$ cat src/rtl/timer_pkg.sv
// Shared encodings, register bit positions and small helpers for the
// two-channel 8-bit timer unit control logic.
package timer_pkg;

  localparam int PRESC_WIDTH = 13;

  typedef enum logic [1:0] {
    PROHIBITED   = 2'b00,
    RISING_EDGE  = 2'b01,
    FALLING_EDGE = 2'b10,
    BOTH_EDGES   = 2'b11
  } edge_e;

  typedef enum logic [2:0] {
    CKS_STOP     = 3'b000,
    CKS_DIV_A    = 3'b001,
    CKS_DIV_B    = 3'b010,
    CKS_DIV_C    = 3'b011,
    CKS_CASCADE  = 3'b100,
    CKS_EXT_RISE = 3'b101,
    CKS_EXT_FALL = 3'b110,
    CKS_EXT_BOTH = 3'b111
  } cks_e;

  typedef enum logic [1:0] {
    CCLR_NONE = 2'b00,
    CCLR_CMA  = 2'b01,
    CCLR_CMB  = 2'b10,
    CCLR_TMRI = 2'b11
  } cclr_e;

  typedef enum logic [1:0] {
    OS_HOLD   = 2'b00,
    OS_LOW    = 2'b01,
    OS_HIGH   = 2'b10,
    OS_TOGGLE = 2'b11
  } os_e;

  localparam int TCR_CMIEB     = 7;
  localparam int TCR_CMIEA     = 6;
  localparam int TCR_OVIE      = 5;
  localparam int TCR_CCLR_MSB  = 4;
  localparam int TCR_CCLR_LSB  = 3;
  localparam int TCSR_CMFB     = 7;
  localparam int TCSR_CMFA     = 6;
  localparam int TCSR_OVF      = 5;
  localparam int TCSR_ADTE     = 4;
  localparam int TCCR_TMRIS    = 3;

  // Prescaler bits that must all be ones for an internal-clock count tick.
  function automatic logic [PRESC_WIDTH-1:0] prescale_mask(cks_e cks, logic icks0);
    case (cks)
      CKS_DIV_A: return icks0 ? 13'h0001 : 13'h0007;
      CKS_DIV_B: return icks0 ? 13'h001F : 13'h003F;
      CKS_DIV_C: return icks0 ? 13'h03FF : 13'h1FFF;
      default:   return 13'h0000;
    endcase
  endfunction

  function automatic logic os_apply(os_e os, logic cur);
    case (os)
      OS_LOW:    return 1'b0;
      OS_HIGH:   return 1'b1;
      OS_TOGGLE: return ~cur;
      default:   return cur;
    endcase
  endfunction

  function automatic logic clear_cond(cclr_e cclr, logic cma, logic cmb, logic tmris,
                                      logic tmri_rise, logic tmri_level);
    case (cclr)
      CCLR_CMA:  return cma;
      CCLR_CMB:  return cmb;
      CCLR_TMRI: return tmris ? tmri_level : tmri_rise;
      default:   return 1'b0;
    endcase
  endfunction

endpackage

$ cat src/rtl/timer_clk_sel.sv
// Per-channel count-source selection: TMCI/TMRI synchronizers, edge detect
// and prescaler tap. Produces an unregistered count request.
module timer_clk_sel
  import timer_pkg::*;
#(
  parameter int CLK_SELECT_BIT_WIDTH  = 5,
  parameter int EDGE_SELECT_BIT_WIDTH = 2
) (
  input  logic                             clk,
  input  logic                             rst,
  input  logic                             tmci,
  input  logic                             tmri,
  input  logic [CLK_SELECT_BIT_WIDTH-1:0]  clk_select,
  input  logic [PRESC_WIDTH-1:0]           prescaler,
  input  logic                             cascade_event,
  output logic                             count_req,
  output logic [EDGE_SELECT_BIT_WIDTH-1:0] cnt_edge,
  output logic                             tmri_rise,
  output logic                             tmri_level
);

  logic tmci_s1, tmci_s2, tmci_d;
  logic tmri_s1, tmri_s2, tmri_d;
  cks_e cks;
  logic icks0;
  logic tap;
  logic ext_rise, ext_fall;
  logic unused_reserved;

  assign cks             = cks_e'(clk_select[2:0]);
  assign icks0           = clk_select[3];
  assign unused_reserved = clk_select[4];

  always_ff @(posedge clk or posedge rst) begin
    if (rst) begin
      tmci_s1 <= 1'b0;
      tmci_s2 <= 1'b0;
      tmci_d  <= 1'b0;
      tmri_s1 <= 1'b0;
      tmri_s2 <= 1'b0;
      tmri_d  <= 1'b0;
    end else begin
      tmci_s1 <= tmci;
      tmci_s2 <= tmci_s1;
      tmci_d  <= tmci_s2;
      tmri_s1 <= tmri;
      tmri_s2 <= tmri_s1;
      tmri_d  <= tmri_s2;
    end
  end

  assign tap        = &(prescaler | ~prescale_mask(cks, icks0));
  assign ext_rise   = tmci_s2 & ~tmci_d;
  assign ext_fall   = ~tmci_s2 & tmci_d;
  assign tmri_rise  = tmri_s2 & ~tmri_d;
  assign tmri_level = tmri_s2;

  always_comb begin
    count_req = 1'b0;
    cnt_edge  = PROHIBITED;
    case (cks)
      CKS_DIV_A, CKS_DIV_B, CKS_DIV_C: begin
        count_req = tap;
        cnt_edge  = RISING_EDGE;
      end
      CKS_CASCADE: begin
        count_req = cascade_event;
        cnt_edge  = RISING_EDGE;
      end
      CKS_EXT_RISE: begin
        count_req = ext_rise;
        cnt_edge  = RISING_EDGE;
      end
      CKS_EXT_FALL: begin
        count_req = ext_fall;
        cnt_edge  = FALLING_EDGE;
      end
      CKS_EXT_BOTH: begin
        count_req = ext_rise | ext_fall;
        cnt_edge  = BOTH_EDGES;
      end
      default: ;
    endcase
  end

endmodule

$ cat src/rtl/timer_unit_ctrl.sv
// Control logic for one two-channel 8-bit timer unit: count enables,
// counter clears, compare/overflow flags, interrupts, TMO and A/D trigger.
module timer_unit_ctrl
  import timer_pkg::*;
#(
  parameter int BIT_WIDTH             = 8,
  parameter int CLK_SELECT_BIT_WIDTH  = 5,
  parameter int EDGE_SELECT_BIT_WIDTH = 2
) (
  input  logic                             clk,
  input  logic                             rst,
  input  logic                             tmci0,
  input  logic                             tmci1,
  input  logic                             tmri0,
  input  logic                             tmri1,
  input  logic [BIT_WIDTH-1:0]             tcr0,
  input  logic [BIT_WIDTH-1:0]             tcr1,
  input  logic [BIT_WIDTH-1:0]             tccr0,
  input  logic [BIT_WIDTH-1:0]             tccr1,
  input  logic [BIT_WIDTH-1:0]             tcsr0,
  input  logic [BIT_WIDTH-1:0]             tcsr1,
  input  logic [BIT_WIDTH-1:0]             tcnt0,
  input  logic [BIT_WIDTH-1:0]             tcnt1,
  input  logic [BIT_WIDTH-1:0]             tcora0,
  input  logic [BIT_WIDTH-1:0]             tcora1,
  input  logic [BIT_WIDTH-1:0]             tcorb0,
  input  logic [BIT_WIDTH-1:0]             tcorb1,
  output logic                             cnt_en0,
  output logic                             cnt_en1,
  output logic [EDGE_SELECT_BIT_WIDTH-1:0] cnt_edge0,
  output logic [EDGE_SELECT_BIT_WIDTH-1:0] cnt_edge1,
  output logic                             cnt_clr0,
  output logic                             cnt_clr1,
  output logic                             cma0,
  output logic                             cma1,
  output logic                             cmb0,
  output logic                             cmb1,
  output logic                             ovf0,
  output logic                             ovf1,
  output logic                             cmia0,
  output logic                             cmia1,
  output logic                             cmib0,
  output logic                             cmib1,
  output logic                             ovi0,
  output logic                             ovi1,
  output logic                             tmo0,
  output logic                             tmo1,
  output logic                             adc_request
);

  logic [PRESC_WIDTH-1:0] prescaler;
  logic cma0_q, cmb0_q, cma1_q, cmb1_q;
  logic a_entry0, b_entry0, a_entry1, b_entry1;
  logic count_req0, count_req1;
  logic clr_req0, clr_req1;
  logic tmri_rise0, tmri_rise1, tmri_level0, tmri_level1;
  logic unused_bits;

  assign unused_bits = ^{tccr0[7:4], tccr0[2], tccr1[7:4], tccr1[2], tcsr1[TCSR_ADTE]};

  assign cma0 = (tcnt0 == tcora0);
  assign cmb0 = (tcnt0 == tcorb0);
  assign ovf0 = &tcnt0;
  assign cma1 = (tcnt1 == tcora1);
  assign cmb1 = (tcnt1 == tcorb1);
  assign ovf1 = &tcnt1;

  assign a_entry0 = cma0 & ~cma0_q;
  assign b_entry0 = cmb0 & ~cmb0_q;
  assign a_entry1 = cma1 & ~cma1_q;
  assign b_entry1 = cmb1 & ~cmb1_q;

  assign cmib0 = tcsr0[TCSR_CMFB] & tcr0[TCR_CMIEB];
  assign cmia0 = tcsr0[TCSR_CMFA] & tcr0[TCR_CMIEA];
  assign ovi0  = tcsr0[TCSR_OVF]  & tcr0[TCR_OVIE];
  assign cmib1 = tcsr1[TCSR_CMFB] & tcr1[TCR_CMIEB];
  assign cmia1 = tcsr1[TCSR_CMFA] & tcr1[TCR_CMIEA];
  assign ovi1  = tcsr1[TCSR_OVF]  & tcr1[TCR_OVIE];

  // Channel 0 cascades on a channel 1 overflow that is actually being counted;
  // channel 1 cascades on channel 0 compare-match-A entry.
  timer_clk_sel #(
    .CLK_SELECT_BIT_WIDTH (CLK_SELECT_BIT_WIDTH),
    .EDGE_SELECT_BIT_WIDTH(EDGE_SELECT_BIT_WIDTH)
  ) u_clk_sel0 (
    .clk          (clk),
    .rst          (rst),
    .tmci         (tmci0),
    .tmri         (tmri0),
    .clk_select   ({tccr0[1:0], tcr0[2:0]}),
    .prescaler    (prescaler),
    .cascade_event(ovf1 & cnt_en1),
    .count_req    (count_req0),
    .cnt_edge     (cnt_edge0),
    .tmri_rise    (tmri_rise0),
    .tmri_level   (tmri_level0)
  );

  timer_clk_sel #(
    .CLK_SELECT_BIT_WIDTH (CLK_SELECT_BIT_WIDTH),
    .EDGE_SELECT_BIT_WIDTH(EDGE_SELECT_BIT_WIDTH)
  ) u_clk_sel1 (
    .clk          (clk),
    .rst          (rst),
    .tmci         (tmci1),
    .tmri         (tmri1),
    .clk_select   ({tccr1[1:0], tcr1[2:0]}),
    .prescaler    (prescaler),
    .cascade_event(a_entry0),
    .count_req    (count_req1),
    .cnt_edge     (cnt_edge1),
    .tmri_rise    (tmri_rise1),
    .tmri_level   (tmri_level1)
  );

  assign clr_req0 = clear_cond(cclr_e'(tcr0[TCR_CCLR_MSB:TCR_CCLR_LSB]), cma0, cmb0,
                               tccr0[TCCR_TMRIS], tmri_rise0, tmri_level0);
  assign clr_req1 = clear_cond(cclr_e'(tcr1[TCR_CCLR_MSB:TCR_CCLR_LSB]), cma1, cmb1,
                               tccr1[TCCR_TMRIS], tmri_rise1, tmri_level1);

  // A clear suppresses a count in the same cycle; on simultaneous entries A's action wins.
  always_ff @(posedge clk or posedge rst) begin
    if (rst) begin
      prescaler   <= '0;
      cma0_q      <= 1'b0;
      cmb0_q      <= 1'b0;
      cma1_q      <= 1'b0;
      cmb1_q      <= 1'b0;
      cnt_en0     <= 1'b0;
      cnt_en1     <= 1'b0;
      cnt_clr0    <= 1'b0;
      cnt_clr1    <= 1'b0;
      tmo0        <= 1'b0;
      tmo1        <= 1'b0;
      adc_request <= 1'b0;
    end else begin
      prescaler   <= prescaler + 1'b1;
      cma0_q      <= cma0;
      cmb0_q      <= cmb0;
      cma1_q      <= cma1;
      cmb1_q      <= cmb1;
      cnt_en0     <= count_req0 & ~clr_req0;
      cnt_en1     <= count_req1 & ~clr_req1;
      cnt_clr0    <= clr_req0;
      cnt_clr1    <= clr_req1;
      if (a_entry0)      tmo0 <= os_apply(os_e'(tcsr0[1:0]), tmo0);
      else if (b_entry0) tmo0 <= os_apply(os_e'(tcsr0[3:2]), tmo0);
      if (a_entry1)      tmo1 <= os_apply(os_e'(tcsr1[1:0]), tmo1);
      else if (b_entry1) tmo1 <= os_apply(os_e'(tcsr1[3:2]), tmo1);
      adc_request <= a_entry0 & tcsr0[TCSR_ADTE];
    end
  end

endmodule

$ cat config.mk
export PLATFORM = sky130hd
export DESIGN_NAME = timer_unit_ctrl
export DESIGN_NICKNAME = d
export VERILOG_FILES = /design/src/rtl/timer_pkg.sv /design/src/rtl/timer_clk_sel.sv /design/src/rtl/timer_unit_ctrl.sv
export SDC_FILE = /design/constraint.sdc
export NUM_CORES = 1
export LEC_CHECK = 0
export BUFFER_PORTS_ARGS = -buffer_cell sky130_fd_sc_hd__buf_4
export CORE_MARGIN = 2
export CORE_UTILIZATION = 32
export CTS_BUF_LIST = sky130_fd_sc_hd__clkbuf_2
export DETAILED_ROUTE_END_ITERATION = 8
export GPL_ROUTABILITY_DRIVEN = 1
export SKIP_CTS_REPAIR_TIMING = 1
export SYNTH_ARGS = -nofsm -noshare
export SYNTH_HDL_FRONTEND = slang
export SYNTH_SLANG_ARGS = --single-unit
$ cat constraint.sdc
create_clock -name clk -period 1.3 [get_ports clk]
set_input_delay 0.26 -clock clk [delete_from_list [all_inputs] [get_ports clk]]
set_output_delay 0.26 -clock clk [all_outputs]
set_load 0.05 [all_outputs]
# Yosys cells after proc, flatten, opt, wreduce, memory -nomap -nowiden
# Cells that the tools add are included.
word_totals:
  reg_bits: 36
classes:
  n_addsub: 1
  eq_ne: 38
  n_mux: 24
  bitwise: 40
  n_reduce_logical: 14
ops:
  columns: ["cell", "count"]
  rows:
  - ["13-bit one-hot mux with 3 select lines", 2]
  - ["8-bit equality test", 4]
  - ["13-bit two-way mux", 2]
  - ["13-bit inverter", 2]
  - ["13-bit bitwise OR", 2]
  - ["13-bit AND reduction", 2]
  - ["2-bit equality test, second input constant", 12]
  - ["3-bit equality test, second input constant", 8]
  - ["1-bit bitwise AND", 20]
  - ["1-bit one-hot mux with 3 select lines", 6]
  - ["8-bit AND reduction", 2]
  - ["1-bit inverter", 14]
  - ["13-bit by 1-bit adder with 13-bit output, second input constant", 1]
  - ["2-bit by 1-bit equality test with 1-bit output, second input constant", 6]
  - ["3-bit by 2-bit equality test with 1-bit output, second input constant", 4]
  - ["6-bit two-way mux", 2]
  - ["2-bit one-hot mux with 3 select lines", 2]
  - ["1-bit one-hot mux with 5 select lines", 2]
  - ["5-bit OR reduction", 2]
  - ["4-bit by 1-bit inequality test with 1-bit output, second input constant", 2]
  - ["4-bit nonzero test", 2]
  - ["3-bit by 1-bit equality test with 1-bit output, second input constant", 2]
  - ["1-bit two-way mux", 6]
  - ["3-bit two-way mux", 2]
  - ["4 further kinds", 8]

# Longest topological paths before layout
depth:
  word_depth: 7
  depth_mapped: 7
  ltp_nobuf: 7

# Hierarchy
# Synthesis repeated with hierarchy kept, for this count alone.
hier_totals:
  hier_cells: 206
  hier_area_um2: 2112.0
modules_own_cells:
  columns: ["module", "n_inst", "cells_per_inst", "area_per_inst_um2"]
  rows:
  - ["timer_unit_ctrl", 1, 150, 1491.4]
  - ["timer_clk_sel", 2, 28, 310.3]

# Worst setup path before layout
# No wires, ideal clock.
synth_path:
  path_kind: "input to output"
  start: "input tcorb0[2]"
  end: "output cmb0"
  arrival_time_ns: 1.708
  t_required_ns: 1.040
  path_slack_ns: -0.668
  stages: 3
  n_path_buf: 0
  cell_sequence: "xnor2_1 -> nand4_1 -> nor3_1"
synth_via:
  elab_chain_len: 1
synth_lines:
  columns: ["element", "line_no", "rtl"]
  rows:
  - ["start, declared", "timer_unit_ctrl.sv:26", "input logic [BIT_WIDTH-1:0] tcorb0,"]
  - ["8-bit equality test", "timer_unit_ctrl.sv:62", "assign cmb0 = (tcnt0 == tcorb0);"]
  - ["end, declared", "timer_unit_ctrl.sv:36", "output logic cmb0,"]
# Every way passes these cells.

# Worst setup path in the final report
layout_path:
  start: "input tcora0[6]"
  end: "output cma0"
layout_via:
  elab_chain_len: 1
layout_lines:
  columns: ["element", "line_no", "rtl"]
  rows:
  - ["start, declared", "timer_unit_ctrl.sv:24", "input logic [BIT_WIDTH-1:0] tcora0,"]
  - ["8-bit equality test", "timer_unit_ctrl.sv:61", "assign cma0 = (tcnt0 == tcora0);"]
  - ["end, declared", "timer_unit_ctrl.sv:34", "output logic cma0,"]
# Every way passes these cells.

==> run_results.csv <==
group,metric,value,unit
run_status,status,"finished with violations",
run_status,violations,"setup timing",
place,dp.cells,455,
floorplan,fp.dieArea,0.00747,sq mm
place,place_area,0.00355,sq mm
clocking,clkTransAtPathRegs,0.19,ns
finish,largest_reg_flops,13,
route,via_count,2288,
route,drt-wirelength-per-cell,13.7,microns
grt,grt_max_degree,37,
hold_path,worst_hold_path_type,"input pin to flip-flop",
pwr,leakage,2.00,nW
hold_path,min_to,"adc_request$_DFF_PP0_",
timing,hold_violations,0,
logic_synthesis,synth_nets,335,
pwr,ir_worst_vdd,0.000569,V
logic_synthesis,synth_cell_types,41,
timing,fin_crit_sh,122,%
timing,maxSlewHeadroom,62.2,%
grt,grt_pass1_wl,9870,microns
finish,top_register,"prescaler",
floorplan,initial_utilization,32.5,%
finish,drive_gt1_share,53.2,%
logic_synthesis,synth_area,0.00217,sq mm
timing,worstMarginPinSlew,0.553,ns
critical_path,endpoint_kind,"output port",
route,wl,6590,microns
timing,fin_setup_tns,-1.32,ns
route,dr.pass1.iters,4,
route,drc,0,
route,postRouteAntennaNets,0,
finish,nNetsFinal,513,
clocking,cts_made_buffers,5,
clocking,clock_sinks,36,
floorplan,io_pins,125,
timing,slew_violations,0,
clocking,cts_max_level,2,
floorplan,die-width,86.4,microns
run,maxCapViolCount,0,
finish,fin_cells,482,
route,viasPerCell,4.75,
logic_synthesis,synth_ff_type,"dfrtp_1",
pwr,powerDensity,747,mW/mm^2
timing,max_freq,0.629,GHz
place,dp_slack,-0.546,ns
grt,grt_pass1_vias,2140,
logic_synthesis,async_flop_share,100,%
hold_path,min_path_cells,3,
logic_synthesis,synth.ff_latch_count,36,
critical_path,rr_worst_depth,7,
timing,finalSetupViolCount,9,
critical_path,r2r_end,"cnt_en0$_DFF_PP0_",
timing,final.setup.worst_slack,-0.291,ns
floorplan,core-area,0.00668,sq mm
critical_path,arrival,1.33,ns
critical_path,critical_path.reg2reg.startpoint,"u_clk_sel0.tmci_d$_DFF_PP0_",
hold_path,hp-start,"tcsr0[4]",
timing,finalCriticalPeriod,1.59,ns
route,drt_iter0_drc,58,
finish,antenna_cells,0,
grt,antenna_found_initial,0,
clocking,cts_root_buffer,"clkbuf_2",
finish,fin_area,0.00413,sq mm
grt,grt.total_usage,16.7,%
critical_path,critPathKind,"input pin to output port",
timing,fin_skew,0.0280,ns
place,gp_congestion,0.855,
critical_path,rrSetupSlack,-0.13,ns
place,dpl.hpwl,4990,microns
logic_synthesis,yosysSeqAreaShare,41.4,%
critical_path,required,1.04,ns
logic_synthesis,synth_warnings,0,
logic_synthesis,synth_cells,223,
logic_synthesis,avgSynthCellArea,9.75,sq um
timing,rsz0062_at_grt,"true",
floorplan,rows,30,
floorplan,die_y,86.4,microns
grt,gr-total-overflow,0,
critical_path,critPathMaxFanout,2,
finish,post-route-util,61.7,%
logic_synthesis,synth_edf_count,0,
place,numPortBuffers,111,
finish,area_growth,89.7,%
clocking,clk_path_buf_depth,2,
clocking,insertion_delay,0.39,ns
critical_path,cp-start-kind,"input pin",
clocking,cts_tree,"done",
-- worst max-delay path by stage --
stage,startpoint,to
5_1_grt,tcora0[6],cma0
3_5_place_dp,tcnt0[4],cnt_en1$_DFF_PP0_
4_1_cts,tcnt0[4],cma0
6_report,tcora0[6],cma0
3_3_place_gp,tcnt0[4],cnt_en1$_DFF_PP0_
2_1_floorplan,tcnt0[4],cnt_en1$_DFF_PP0_
-- synth_stat cells (all sizes together) (2+ instances only) --
| master | instances | area [sq um] |
|---|---|---|
| nand4b | 2 | 23.8 |
| nand2b | 2 | 12.5 |
| o21bai | 2 | 15.0 |
| and2 | 8 | 50.1 |
| or4 | 2 | 15.0 |
| a31oi | 6 | 37.5 |
| xor2 | 9 | 78.8 |
| nand3 | 9 | 45.0 |
| a21oi | 7 | 35.0 |
| inv | 16 | 60.1 |
| o211ai | 4 | 30.0 |
| nor3 | 6 | 30.0 |
| nor2 | 11 | 41.3 |
| and4 | 2 | 17.5 |
| nand2 | 15 | 56.3 |
| nor2b | 2 | 12.5 |
| o21ai | 7 | 35.0 |
| xnor2 | 34 | 298 |
| nand4 | 10 | 62.6 |
| nor4 | 3 | 33.8 |
| dfrtp | 36 | 901 |
| ha | 10 | 125 |
| and3 | 5 | 32.5 |
-- critical path, cell delays in order --
cell and delay, ns:
buf_8 0.10, xor2_4 0.18, nor4_4 0.30, buf_4 0.16, and3_4 0.18, buf_8 0.14
-- layout make-up --
cell class              count  area, sq um
clock buffers               6         30.0
flip-flops and latches     36          902
well taps                  80          100
inverters                  16         60.1
clock inverters             2         35.0
multi-input cells         169         1520
repair buffers            173         1470
fillers                   573         2560
-- stage by stage --
stage	total power [mW]	hold WS, ns
final	3.08	0.0590
after global routing	3.25	0.0152
after CTS	2.91	-0.123
after detailed placement	2.18	0.334
after global placement	2.17	0.333
after floorplan	1.68	0.291
-- layer usage --
metal  vias up  global-route usage, %  part of all wire, %
li1       1141                      -                    -
met1      1075                   21.5                   42
met2        65                   29.2                   52
met3         7                   3.43                  5.4
met4         0                   3.41                 0.83
met5         -                      0                    0
-- where the power goes --
part,internal [mW],switching (mW)
combinational,0.629,0.542
clock,0.331,0.384
sequential,1.17,0.0289
total,2.13,0.955
-- layout by cell type (no fill, tap or decap), types with 2 or more instances in the layout --
master / netlist / routed
xnor2_4: 0 / 3
nand4_1: 10 / 10
o21ai_0: 7 / 7
nor3_4: 0 / 2
and3_4: 0 / 4
dlygate4sd3_1: 0 / 5
dfrtp_1: 36 / 35
nand2b_1: 2 / 2
a31oi_1: 6 / 4
and4_1: 2 / 2
buf_6: 0 / 24
xnor2_2: 0 / 8
or4_4: 0 / 2
o211ai_1: 4 / 4
nor2b_1: 2 / 2
a31oi_4: 0 / 2
ha_1: 10 / 8
buf_8: 0 / 8
buf_4: 0 / 135
a21oi_1: 7 / 7
nor3_1: 6 / 3
nor2_1: 11 / 9
nand2_1: 15 / 14
clkbuf_2: 0 / 6
nand3_1: 9 / 9
xor2_1: 9 / 6
xnor2_1: 34 / 23
inv_1: 16 / 16
and2_1: 8 / 7
nor4_1: 2 / 2
xor2_4: 0 / 3
-- cell families after synthesis --
| kind of cell | synth area share (%) |
|---|---|
| multiplexers | 0.978 |
| XOR/XNOR | 17.3 |
| AND/OR/NAND/NOR | 20.8 |
| adder cells (fa/ha/maj) | 5.75 |
| buffers and inverters | 3.16 |
| AO/OA/AOI/OAI | 10.6 |
| flip-flops | 41.4 |
No activity file was read; power rests on OpenSTA's default activity.
